===== src/rtl/decode_pkg.sv =====
// Shared definitions for the RV32I decode stage: opcodes, class/sys bit positions, entry structs.
// Latency: n/a (definitions only).
// Backpressure: n/a.
package decode_pkg;

  localparam logic [6:0] OP_LUI    = 7'b0110111;
  localparam logic [6:0] OP_AUIPC  = 7'b0010111;
  localparam logic [6:0] OP_JAL    = 7'b1101111;
  localparam logic [6:0] OP_JALR   = 7'b1100111;
  localparam logic [6:0] OP_BRANCH = 7'b1100011;
  localparam logic [6:0] OP_LOAD   = 7'b0000011;
  localparam logic [6:0] OP_STORE  = 7'b0100011;
  localparam logic [6:0] OP_ALUIMM = 7'b0010011;
  localparam logic [6:0] OP_ALU    = 7'b0110011;
  localparam logic [6:0] OP_FENCE  = 7'b0001111;
  localparam logic [6:0] OP_SYSTEM = 7'b1110011;

  localparam logic [31:0] INSN_ECALL  = 32'h0000_0073;
  localparam logic [31:0] INSN_EBREAK = 32'h0010_0073;
  localparam logic [31:0] INSN_MRET   = 32'h3020_0073;

  // One-hot class vector; LUI and AUIPC share the upper-immediate bit.
  localparam int CLASS_W      = 12;
  localparam int CLASS_UPPER  = 0;
  localparam int CLASS_JAL    = 1;
  localparam int CLASS_JALR   = 2;
  localparam int CLASS_BRANCH = 3;
  localparam int CLASS_LOAD   = 4;
  localparam int CLASS_STORE  = 5;
  localparam int CLASS_ALUIMM = 6;
  localparam int CLASS_ALU    = 7;
  localparam int CLASS_MULDIV = 8;
  localparam int CLASS_FENCE  = 9;
  localparam int CLASS_CSR    = 10;
  localparam int CLASS_SYS    = 11;

  // System sub-flags, packed as {csr_imm,csr_rw,csr_rs,csr_rc,ecall,ebreak,mret}.
  localparam int SYS_W       = 7;
  localparam int SYS_MRET    = 0;
  localparam int SYS_EBREAK  = 1;
  localparam int SYS_ECALL   = 2;
  localparam int SYS_CSR_RC  = 3;
  localparam int SYS_CSR_RS  = 4;
  localparam int SYS_CSR_RW  = 5;
  localparam int SYS_CSR_IMM = 6;

  typedef struct packed {
    logic [4:0]         rd;
    logic [4:0]         rs1;
    logic [4:0]         rs2;
    logic [2:0]         funct3;
    logic [6:0]         funct7;
    logic [CLASS_W-1:0] cls;
    logic [SYS_W-1:0]   sys;
    logic               illegal;
  } decoded_t;

  typedef struct packed {
    logic [31:0] pc;
    logic [31:0] instr;
    decoded_t    dec;
  } entry_t;

endpackage


===== src/rtl/decode_if.sv =====
// Fetch-side and execute-side handshake bundle of the decode stage, plus flush and the illegal counter.
// Latency: n/a (wiring only).
// Backpressure: in_valid/in_ready towards fetch, out_valid/out_ready from execute.
// Modports: master = surrounding core (drives in_*, out_ready, flush); slave = decode_stage.
interface decode_if #(parameter int CNT_WIDTH = 16);
  import decode_pkg::*;

  logic                 flush;
  logic                 in_valid;
  logic                 in_ready;
  logic [31:0]          in_instruction;
  logic [31:0]          in_pc;
  logic                 out_valid;
  logic                 out_ready;
  logic [31:0]          out_pc;
  logic [31:0]          out_instruction;
  logic [4:0]           out_rd;
  logic [4:0]           out_rs1;
  logic [4:0]           out_rs2;
  logic [2:0]           out_funct3;
  logic [6:0]           out_funct7;
  logic [CLASS_W-1:0]   out_class;
  logic [SYS_W-1:0]     out_sys;
  logic                 out_illegal;
  logic [CNT_WIDTH-1:0] illegal_count;

  modport master (
    output flush, in_valid, in_instruction, in_pc, out_ready,
    input  in_ready, out_valid, out_pc, out_instruction, out_rd, out_rs1, out_rs2,
           out_funct3, out_funct7, out_class, out_sys, out_illegal, illegal_count
  );

  modport slave (
    input  flush, in_valid, in_instruction, in_pc, out_ready,
    output in_ready, out_valid, out_pc, out_instruction, out_rd, out_rs1, out_rs2,
           out_funct3, out_funct7, out_class, out_sys, out_illegal, illegal_count
  );
endinterface


===== src/rtl/rv32_decode_comb.sv =====
// Pure combinational RV32I(+M, +Zicsr) decoder: instruction -> register fields, class, sys flags, illegal.
// Latency: 0 cycles (combinational).
// Backpressure: none.
// Ports: instruction (32b in), dec (decoded_t out).
module rv32_decode_comb
  import decode_pkg::*;
#(
  parameter int SUPPORT_M     = 0,
  parameter int SUPPORT_ZICSR = 1
) (
  input  logic [31:0] instruction,
  output decoded_t    dec
);

  logic [6:0]         opcode;
  logic [2:0]         funct3;
  logic [6:0]         funct7;
  logic [CLASS_W-1:0] cls;
  logic [SYS_W-1:0]   sys;

  assign opcode = instruction[6:0];
  assign funct3 = instruction[14:12];
  assign funct7 = instruction[31:25];

  // Compressed encodings (bits[1:0] != 11) never match a 7-bit opcode, so they fall out as class 0.
  always_comb begin
    cls = '0;
    sys = '0;
    case (opcode)
      OP_LUI, OP_AUIPC: cls[CLASS_UPPER] = 1'b1;
      OP_JAL:           cls[CLASS_JAL]   = 1'b1;
      OP_JALR:          cls[CLASS_JALR]  = (funct3 == 3'b000);
      OP_BRANCH:        cls[CLASS_BRANCH] = (funct3 != 3'b010) && (funct3 != 3'b011);
      OP_LOAD:          cls[CLASS_LOAD]  = funct3 inside {3'b000, 3'b001, 3'b010, 3'b100, 3'b101};
      OP_STORE:         cls[CLASS_STORE] = funct3 inside {3'b000, 3'b001, 3'b010};
      OP_ALUIMM: begin
        // Shift-immediates reuse funct7 as a sub-opcode; everything else is a plain immediate.
        case (funct3)
          3'b001:  cls[CLASS_ALUIMM] = (funct7 == 7'b0000000);
          3'b101:  cls[CLASS_ALUIMM] = (funct7 == 7'b0000000) || (funct7 == 7'b0100000);
          default: cls[CLASS_ALUIMM] = 1'b1;
        endcase
      end
      OP_ALU: begin
        cls[CLASS_ALU]    = (funct7 == 7'b0000000) ||
                            ((funct7 == 7'b0100000) && (funct3 inside {3'b000, 3'b101}));
        cls[CLASS_MULDIV] = (SUPPORT_M != 0) && (funct7 == 7'b0000001);
      end
      OP_FENCE:         cls[CLASS_FENCE] = (funct3 == 3'b000);
      OP_SYSTEM: begin
        if (funct3 == 3'b000) begin
          // Only exact ECALL/EBREAK/MRET encodings are accepted; WFI and friends stay illegal.
          sys[SYS_ECALL]  = (instruction == INSN_ECALL);
          sys[SYS_EBREAK] = (instruction == INSN_EBREAK);
          sys[SYS_MRET]   = (instruction == INSN_MRET);
          cls[CLASS_SYS]  = |sys;
        end else if ((funct3 != 3'b100) && (SUPPORT_ZICSR != 0)) begin
          cls[CLASS_CSR]   = 1'b1;
          sys[SYS_CSR_IMM] = funct3[2];
          sys[SYS_CSR_RW]  = (funct3[1:0] == 2'b01);
          sys[SYS_CSR_RS]  = (funct3[1:0] == 2'b10);
          sys[SYS_CSR_RC]  = (funct3[1:0] == 2'b11);
        end
      end
      default: ;
    endcase
  end

  assign dec.rd      = instruction[11:7];
  assign dec.rs1     = instruction[19:15];
  assign dec.rs2     = instruction[24:20];
  assign dec.funct3  = funct3;
  assign dec.funct7  = funct7;
  assign dec.cls     = cls;
  assign dec.sys     = sys;
  assign dec.illegal = ~|cls;

endmodule


===== src/rtl/decode_stage.sv =====
// Registered RV32I decode stage with a 2-entry skid buffer, flush and saturating illegal counter.
// Latency: accept at edge N is presented (out_valid=1) after edge N; no combinational in->out path.
// Backpressure: in_ready depends only on occupancy (low when both entries are full).
// Ports: clk, rst (async, active-high), bus (decode_if.slave: fetch side in_*, execute side out_*,
//        flush, illegal_count).
module decode_stage
  import decode_pkg::*;
#(
  parameter int SUPPORT_M     = 0,
  parameter int SUPPORT_ZICSR = 1,
  parameter int CNT_WIDTH     = 16
) (
  input logic     clk,
  input logic     rst,
  decode_if.slave bus
);

  typedef enum logic [1:0] {EMPTY, ONE, FULL} state_t;

  localparam logic [CNT_WIDTH-1:0] CNT_ONE = CNT_WIDTH'(1);
  localparam logic [CNT_WIDTH-1:0] CNT_MAX = '1;

  state_t               stateQ, stateD;
  entry_t               headQ, skidQ, inEntry, headOut;
  decoded_t             inDec;
  logic [CNT_WIDTH-1:0] illegalCount;
  logic                 inReady, outValid, accept, consume;
  logic                 loadHead, loadSkid, promoteSkid;

  rv32_decode_comb #(
    .SUPPORT_M     (SUPPORT_M),
    .SUPPORT_ZICSR (SUPPORT_ZICSR)
  ) uDecode (
    .instruction (bus.in_instruction),
    .dec         (inDec)
  );

  assign inEntry = '{pc: bus.in_pc, instr: bus.in_instruction, dec: inDec};

  always_ff @(posedge clk or posedge rst) begin
    if (rst) stateQ <= EMPTY;
    else     stateQ <= stateD;
  end

  always_comb begin
    stateD      = stateQ;
    loadHead    = 1'b0;
    loadSkid    = 1'b0;
    promoteSkid = 1'b0;
    inReady     = (stateQ != FULL);
    outValid    = (stateQ != EMPTY);
    accept      = bus.in_valid && inReady;
    consume     = outValid && bus.out_ready;
    case (stateQ)
      EMPTY: if (accept) begin
        stateD   = ONE;
        loadHead = 1'b1;
      end
      ONE: begin
        if (accept && !consume) begin
          stateD   = FULL;
          loadSkid = 1'b1;
        end else if (accept && consume) begin
          loadHead = 1'b1;
        end else if (consume) begin
          stateD = EMPTY;
        end
      end
      FULL: if (consume) begin
        stateD      = ONE;
        promoteSkid = 1'b1;
      end
      default: stateD = EMPTY;
    endcase
    // Flush wins over any accept/consume in the same cycle.
    if (bus.flush) stateD = EMPTY;
  end

  always_ff @(posedge clk or posedge rst) begin
    if (rst) begin
      headQ <= '0;
      skidQ <= '0;
    end else if (bus.flush) begin
      headQ <= '0;
      skidQ <= '0;
    end else begin
      if (loadHead)    headQ <= inEntry;
      if (promoteSkid) headQ <= skidQ;
      if (loadSkid)    skidQ <= inEntry;
    end
  end

  // Counts illegal heads actually handed to execute, including one consumed alongside a flush.
  always_ff @(posedge clk or posedge rst) begin
    if (rst) begin
      illegalCount <= '0;
    end else if (consume && headQ.dec.illegal && (illegalCount != CNT_MAX)) begin
      illegalCount <= illegalCount + CNT_ONE;
    end
  end

  // Bubbles present an all-zero decoded entry.
  assign headOut = outValid ? headQ : '0;

  assign bus.in_ready        = inReady;
  assign bus.out_valid       = outValid;
  assign bus.out_pc          = headOut.pc;
  assign bus.out_instruction = headOut.instr;
  assign bus.out_rd          = headOut.dec.rd;
  assign bus.out_rs1         = headOut.dec.rs1;
  assign bus.out_rs2         = headOut.dec.rs2;
  assign bus.out_funct3      = headOut.dec.funct3;
  assign bus.out_funct7      = headOut.dec.funct7;
  assign bus.out_class       = headOut.dec.cls;
  assign bus.out_sys         = headOut.dec.sys;
  assign bus.out_illegal     = headOut.dec.illegal;
  assign bus.illegal_count   = illegalCount;

endmodule


===== src/flat_wrapper.sv =====
// flat-port wrapper written by rule: the top's interface ports become plain ports
module decode_stage_flat import decode_pkg::*;
#(
  parameter int SUPPORT_M     = 0,
  parameter int SUPPORT_ZICSR = 1,
  parameter int CNT_WIDTH     = 16
)
  (clk, rst, bus_flush, bus_in_valid, bus_in_instruction, bus_in_pc, bus_out_ready, bus_in_ready, bus_out_valid, bus_out_pc, bus_out_instruction, bus_out_rd, bus_out_rs1, bus_out_rs2, bus_out_funct3, bus_out_funct7, bus_out_class, bus_out_sys, bus_out_illegal, bus_illegal_count);
  decode_if #(.CNT_WIDTH(CNT_WIDTH)) bus_i ();
  input logic clk;
  input logic rst;
  input wire logic [$bits(bus_i.flush)-1:0] bus_flush;
  input wire logic [$bits(bus_i.in_valid)-1:0] bus_in_valid;
  input wire logic [$bits(bus_i.in_instruction)-1:0] bus_in_instruction;
  input wire logic [$bits(bus_i.in_pc)-1:0] bus_in_pc;
  input wire logic [$bits(bus_i.out_ready)-1:0] bus_out_ready;
  output wire logic [$bits(bus_i.in_ready)-1:0] bus_in_ready;
  output wire logic [$bits(bus_i.out_valid)-1:0] bus_out_valid;
  output wire logic [$bits(bus_i.out_pc)-1:0] bus_out_pc;
  output wire logic [$bits(bus_i.out_instruction)-1:0] bus_out_instruction;
  output wire logic [$bits(bus_i.out_rd)-1:0] bus_out_rd;
  output wire logic [$bits(bus_i.out_rs1)-1:0] bus_out_rs1;
  output wire logic [$bits(bus_i.out_rs2)-1:0] bus_out_rs2;
  output wire logic [$bits(bus_i.out_funct3)-1:0] bus_out_funct3;
  output wire logic [$bits(bus_i.out_funct7)-1:0] bus_out_funct7;
  output wire logic [$bits(bus_i.out_class)-1:0] bus_out_class;
  output wire logic [$bits(bus_i.out_sys)-1:0] bus_out_sys;
  output wire logic [$bits(bus_i.out_illegal)-1:0] bus_out_illegal;
  output wire logic [$bits(bus_i.illegal_count)-1:0] bus_illegal_count;
  assign bus_i.flush = bus_flush;
  assign bus_i.in_valid = bus_in_valid;
  assign bus_i.in_instruction = bus_in_instruction;
  assign bus_i.in_pc = bus_in_pc;
  assign bus_i.out_ready = bus_out_ready;
  assign bus_in_ready = bus_i.in_ready;
  assign bus_out_valid = bus_i.out_valid;
  assign bus_out_pc = bus_i.out_pc;
  assign bus_out_instruction = bus_i.out_instruction;
  assign bus_out_rd = bus_i.out_rd;
  assign bus_out_rs1 = bus_i.out_rs1;
  assign bus_out_rs2 = bus_i.out_rs2;
  assign bus_out_funct3 = bus_i.out_funct3;
  assign bus_out_funct7 = bus_i.out_funct7;
  assign bus_out_class = bus_i.out_class;
  assign bus_out_sys = bus_i.out_sys;
  assign bus_out_illegal = bus_i.out_illegal;
  assign bus_illegal_count = bus_i.illegal_count;
  decode_stage #(.SUPPORT_M(SUPPORT_M), .SUPPORT_ZICSR(SUPPORT_ZICSR), .CNT_WIDTH(CNT_WIDTH)) u_core (.clk(clk), .rst(rst), .bus(bus_i));
endmodule

===== config.mk =====
export PLATFORM = sky130hd
export DESIGN_NAME = decode_stage_flat
export DESIGN_NICKNAME = d
export VERILOG_FILES = /design/src/rtl/decode_pkg.sv /design/src/rtl/decode_if.sv /design/src/rtl/rv32_decode_comb.sv /design/src/rtl/decode_stage.sv /design/src/flat_wrapper.sv
export SDC_FILE = /design/constraint.sdc
export NUM_CORES = 1
export LEC_CHECK = 0
export BUFFER_PORTS_ARGS = -buffer_cell sky130_fd_sc_hd__clkbuf_2
export CORE_UTILIZATION = 50
export DETAILED_ROUTE_END_ITERATION = 7
export PLACE_DENSITY = 0.77
export SETUP_SLACK_MARGIN = 0.4
export SLEW_MARGIN = 20
export SYNTH_ARGS = -nofsm -noshare
export SYNTH_HDL_FRONTEND = slang
export SYNTH_HIERARCHICAL = 1
export SYNTH_SLANG_ARGS = --single-unit

===== constraint.sdc =====
create_clock -name clk -period 16.1 [get_ports clk]
set_clock_uncertainty 0.2 [all_clocks]
set_input_delay 0.805 -clock clk [delete_from_list [all_inputs] [get_ports clk]]
set_output_delay 0.805 -clock clk [all_outputs]
set_load 0.005 [all_outputs]

==> Word-level counts from Yosys, hierarchy flattened <==
Cells that the tools add are included.
{ "totals": {"ff_bits": 236, "input_bits": 69} }
{ "op_classes": {"n_mux": 39, "n_eq_ne": 33, "n_reduce_logical": 25, "add_sub_neg": 1} }
{ "op_table": {"columns": ["cell", "count"], "rows": [
  ["109-bit two-way mux", 6],
  ["32-bit by 21-bit equality test with 1-bit output, second input constant", 1],
  ["32-bit by 30-bit equality test with 1-bit output, second input constant", 1],
  ["32-bit by 7-bit equality test with 1-bit output, second input constant", 1],
  ["7-bit by 6-bit equality test with 1-bit output, second input constant", 4],
  ["7-bit equality test, second input constant", 4],
  ["1-bit two-way mux", 19],
  ["16-bit by 1-bit adder with 16-bit output, second input constant", 1],
  ["16-bit != test, second input constant", 1],
  ["7-bit by 5-bit equality test with 1-bit output, second input constant", 2],
  ["2-bit two-way mux", 7],
  ["3-bit by 2-bit != test with 1-bit output, second input constant", 4],
  ["12-bit OR reduction", 1],
  ["1-bit logical AND", 8],
  ["4-bit two-way mux", 2],
  ["7-bit by 2-bit equality test with 1-bit output, second input constant", 1],
  ["7-bit by 4-bit equality test with 1-bit output, second input constant", 1],
  ["7-bit logical NOT", 1],
  ["7-bit two-way mux", 1],
  ["2-bit equality test, second input constant", 3],
  ["3-bit equality test, second input constant", 2],
  ["2-bit one-hot mux with 3 select lines", 1],
  ["2-bit nonzero test", 3],
  ["3-bit nonzero test", 2],
  ["other kinds (17)", 21]
]} }

==> Longest topological paths before layout <==
{ "depth": {"depth_word": 10, "mapped_depth": 8, "ltp_nobuf": 6} }

==> Hierarchy <==
Netlist, hierarchy kept.
{ "by_module_without_submodules": {"columns": ["mod", "area_each_um2", "instances", "cells_per_inst"], "rows": [
  ["decode_stage", 10789.1, 1, 942],
  ["rv32_decode_comb", 658.1, 1, 98]
]} }

==> Least setup slack after synthesis <==
OpenSTA, ideal clock, no wires.
{ "synth_path": {"path_kind": "in2reg", "startpoint": "input port bus_in_instruction[12]", "endpoint": "register u_core/headQ[1] in the netlist's numbering", "path_slack_ps": 13663, "t_arrival_ps": 2142, "cell_stages": 7, "required_ps": 15805, "setup_time_ps": 95, "path_buffers": 1, "path_cell_list": "buf_2 -> nor3_4 -> nand4_1 -> or3_1 -> nor3b_1 -> mux2i_1 -> o31ai_1"} }
{ "synth_lines": {"columns": ["item", "line", "source"], "rows": [
  ["start: declaration", "flat_wrapper.sv:14", "input wire logic [$bits(bus_i.in_instruction)-1:0] bus_in_instruction;"],
  ["end signal: assignment", "decode_stage.sv:87", "if (loadHead) headQ <= inEntry;"],
  ["end signal: assignment", "decode_stage.sv:88", "if (promoteSkid) headQ <= skidQ;"],
  ["end: declaration", "decode_stage.sv:24", "entry_t headQ, skidQ, inEntry, headOut;"]
]} }

==> Worst setup path after layout <==
{ "layout_path": {"startpoint": "input port bus_flush", "endpoint": "register u_core/skidQ[25] in the netlist's numbering"} }
{ "layout_via": {"elab_chain_cells": 1, "elab_cells_between_ends": 2, "cone_classes": "1 x mux; 1 x reduce/logical"} }
{ "layout_rtl": {"columns": ["item", "line", "source"], "rows": [
  ["start: declaration", "flat_wrapper.sv:12", "input wire logic [$bits(bus_i.flush)-1:0] bus_flush;"],
  ["109-bit two-way mux / 2-bit nonzero test (equally long branches)", null, null],
  ["end signal: assignment", "decode_stage.sv:89", "if (loadSkid) skidQ <= inEntry;"],
  ["end: declaration", "decode_stage.sv:24", null]
]} }
Several ways; a longest one is shown, not always the timed one.
A chain may end at the register's enable or synchronous reset.

==> key figures <==
Status
  – Status: finished clean

Route
  – Final wirelength: 27600 um
  – Pre-antenna DRT Iters: 5
  – Wirelength per Cell: around 19 um
  – Routed via count: 8522
  – Vias/cell: approximately 5.9
  – Starting DRT DRC Count: a little under 600
  – DRC errors left: 0
  – Post-route ant nets: 0

Critical path
  – Worst Setup Start Kind: input pin
  – Crit-path slowest cell: a31oi_4
  – Slowest stage delay, CP: approximately 0.87 ns
  – Cell family with most CP delay: buffers and inverters
  – Worst EP required: 16.35 ns
  – WP data arrival: ~3.7 ns
  – Crit-path max FO: 78
  – Kind of critical path: input pin to register
  – Critical-path cell list: buf_4 > buf_4 > a31oi_4 > buf_4 > a22o_1
  – WP buf/inv: 3
  – Most common cell on crit path: buf_4
  – CP endpoint kind: register

STA
  – Final slew viol count: 0
  – Slew margin rel.: a little under a third
  – Slew @ Worst Pin: a little over 1 ns
  – Hold Worst Slack: between 0.2 and 0.25 ns
  – Worst Setup Slack, final: 12.69 ns
  – Setup TNS: 0 ns
  – Tmin final: between 3 and 4 ns
  – Fmax achieved: 293 MHz
  – Final hold vios: 0
  – RSZ-0062 raised after global routing: false
  – Final Cycle Share: around a fifth
  – Final setup viols: 0

Hold path
  – Min-delay worst type: input pin to asynchronous set/reset pin

Placed design
  – Gp weighted congestion: about 0.84
  – DP Wirelength: around 17000 um
  – Port Buffers: 195
  – Setup WS pre-CTS: between 10 and 15 ns

Clocking
  – Clock transition at path regs: around 0.06 ns
  – Root buffer cell: clkbuf_16
  – Clock Sinks: roughly 240
  – Bufs on Longest Clock Path: 3
  – Post-CTS Setup Bufs: 0
  – CTS Buf Count: 26
  – CTS tree: yes
  – Cts hold-fix bufs: 0
  – Post-CTS sizing: 0
  – H-tree depth: 1
  – Skew-Pair Late Insertion Delay: 0.52 ns

Floorplan
  – DIE WIDTH: 153 um
  – Die Y-Extent: 153 um
  – I/O pins: 196
  – Die ar.: 23500 um^2
  – Starting Density: 51.7%
  – Row Count: 54
  – Total core area: ~22000 um^2

Layout
  – Antenna Cells: 0
  – Nets: ~1.2k
  – Most frequent cells in the layout: 236 x dfrtp_1, 194 x clkbuf_2, 125 x nand2_1
  – Most common cell after layout, fill and taps aside: dfrtp_1
  – Synth-to-layout area growth: 14.8%
  – Layout cells sized above 1: a little over a fifth
  – Final Core Density: approximately three fifths

Synthesis
  – Syn Inst Count: ~1.0k
  – Netlist cell types: between 50 and 60
  – Syn_area_per_cell: ~11 um^2
  – Post-synth EDFFs: 0
  – Post-synth top flop: dfrtp_1
  – Mapped Area: 11400 um^2
  – Async set-or-reset flop fraction in the synthesized netlist: between 90% and 100%
  – Register bit total from synthesis: about 240
  – Mapped Nets: between 1k and 1.5k
  – Syn. warnings: 6
  – Seq/Total Area, Yosys: about 52%

GRT
  – GRT met3 Usage: under 10%
  – First-pass GRT wire length: 45400 um
  – Most Used Layer, Global Route: met2
  – Total GRT Usage: 23.8%
  – GR Util met2: a little under two fifths
  – Met1 global-route usage: 33.1%
  – Initial antenna violation count: 0
  – Total grt overflow: 0
  – Number of global-route vias before repair: 8389
  – Largest net degree at the start of global routing: 160

Power
  – PwrDens: around 100 nW/um^2
  – Pwr Total: approximately 0.0014 W
  – Pleak: about 7 nW
  – VDD IR max: about 0.072 mV

Run
  – MaxCap Viol Count: 0
-- through the flow --
stage,cell area [um^2],std cells
finish,13100,1454
CTS,13100,1453
floorplan,11400,1040
global route,13100,1454
global placement,12300,1410
detailed placement,12300,1410
-- where the power goes --
| group | leakage, nW | switching (W) | internal [W] | total [W] |
|---|---|---|---|---|
| combinational | 3.38 | 0.0000910 | 0.0000526 | 0.000144 |
| sequential | 3.19 | 0.0000201 | 0.000624 | 0.000644 |
| clock | 0.410 | 0.000227 | 0.000359 | 0.000586 |
| total | 6.98 | 0.000338 | 0.00104 | 0.00137 |
-- metal layers --
metal  part of all wire, %  wire length, um
met1                    45            12400
met2                    47            12900
met3                   6.5             1800
met4                   2.0              559
met5                     0                0
-- cell families (layout without fill, tap and decap cells) --
family,after synthesis,in the layout,share of synthesized area [%]
compound gates,241,241,16.9
xor+xnor,14,14,1.07
fa+ha+maj,1,1,0.109
buf+inv,120,254,5.67
flops,236,236,51.6
mux,113,113,9.92
other cells,1,1,0.0328
simple gates,314,314,14.7
-- path summary, 6_finish.rpt --
path	cells after the start	slack [ns]	end	startpoint
setup / recovery	5	12.69	u_core/skidQ[25]	bus_flush
hold / removal	2	0.21	u_core/headQ[88]	rst
setup reg to reg	5	13.17	u_core/headQ[75]	u_core/stateQ[0]
hold reg to reg	2	0.27	u_core/headQ[99]	u_core/headQ[99]
max in group asynchronous	3	14.24	u_core/headQ[52]	rst
min in group clk	2	0.27	u_core/headQ[99]	u_core/headQ[99]
-- sequential cells by signal, summed over array words and instances, names as in the netlist --
register	cells
u_core/bus.illegal_count	16
u_core/skidQ	109
u_core/stateQ	2
u_core/headQ	109
-- area by class of cell --
| type | count | area (um^2) |
|---|---|---|
| Sequential cell | 236 | 5910 |
| Inverter | 6 | 35.0 |
| Clock inverter | 3 | 65.1 |
| Tap cell | 280 | 350 |
| Multi-Input combinational cell | 684 | 4940 |
| Clock buffer | 40 | 774 |
| Fill cell | 1903 | 9020 |
| Timing Repair Buffer | 205 | 1070 |
-- cell usage after synthesis, types with 2 or more instances --
cell      instances  share of area [%]
mux2_2            4               0.39
buf_1             2              0.066
and4_1            2               0.15
buf_6             4               0.39
and2_1          111                6.1
and3_1            5               0.27
a211oi_1          2               0.13
inv_1             5               0.16
nor2_1           13               0.43
a21oi_1           5               0.22
nand3_1           6               0.26
nor4_1            9               0.49
nand2b_1          3               0.16
nor3_1            9               0.39
clkbuf_1         33                1.1
dfrtp_1         236                 52
a31oi_1           3               0.16
o21ai_0           4               0.17
and4bb_1          2               0.22
nor4_2            2               0.22
o31ai_1         110                7.2
mux2i_1         109                9.5
xor2_1           14                1.1
nor3b_1           6               0.39
nor2b_1           3               0.16
nor4b_1           2               0.15
nand4_1           5               0.27
nand2_1         125                4.1
a22o_1          109                8.3
buf_2            45                2.0
or3_1             2               0.11
buf_4            30                2.0
No activity file was read; power rests on OpenSTA's default activity.
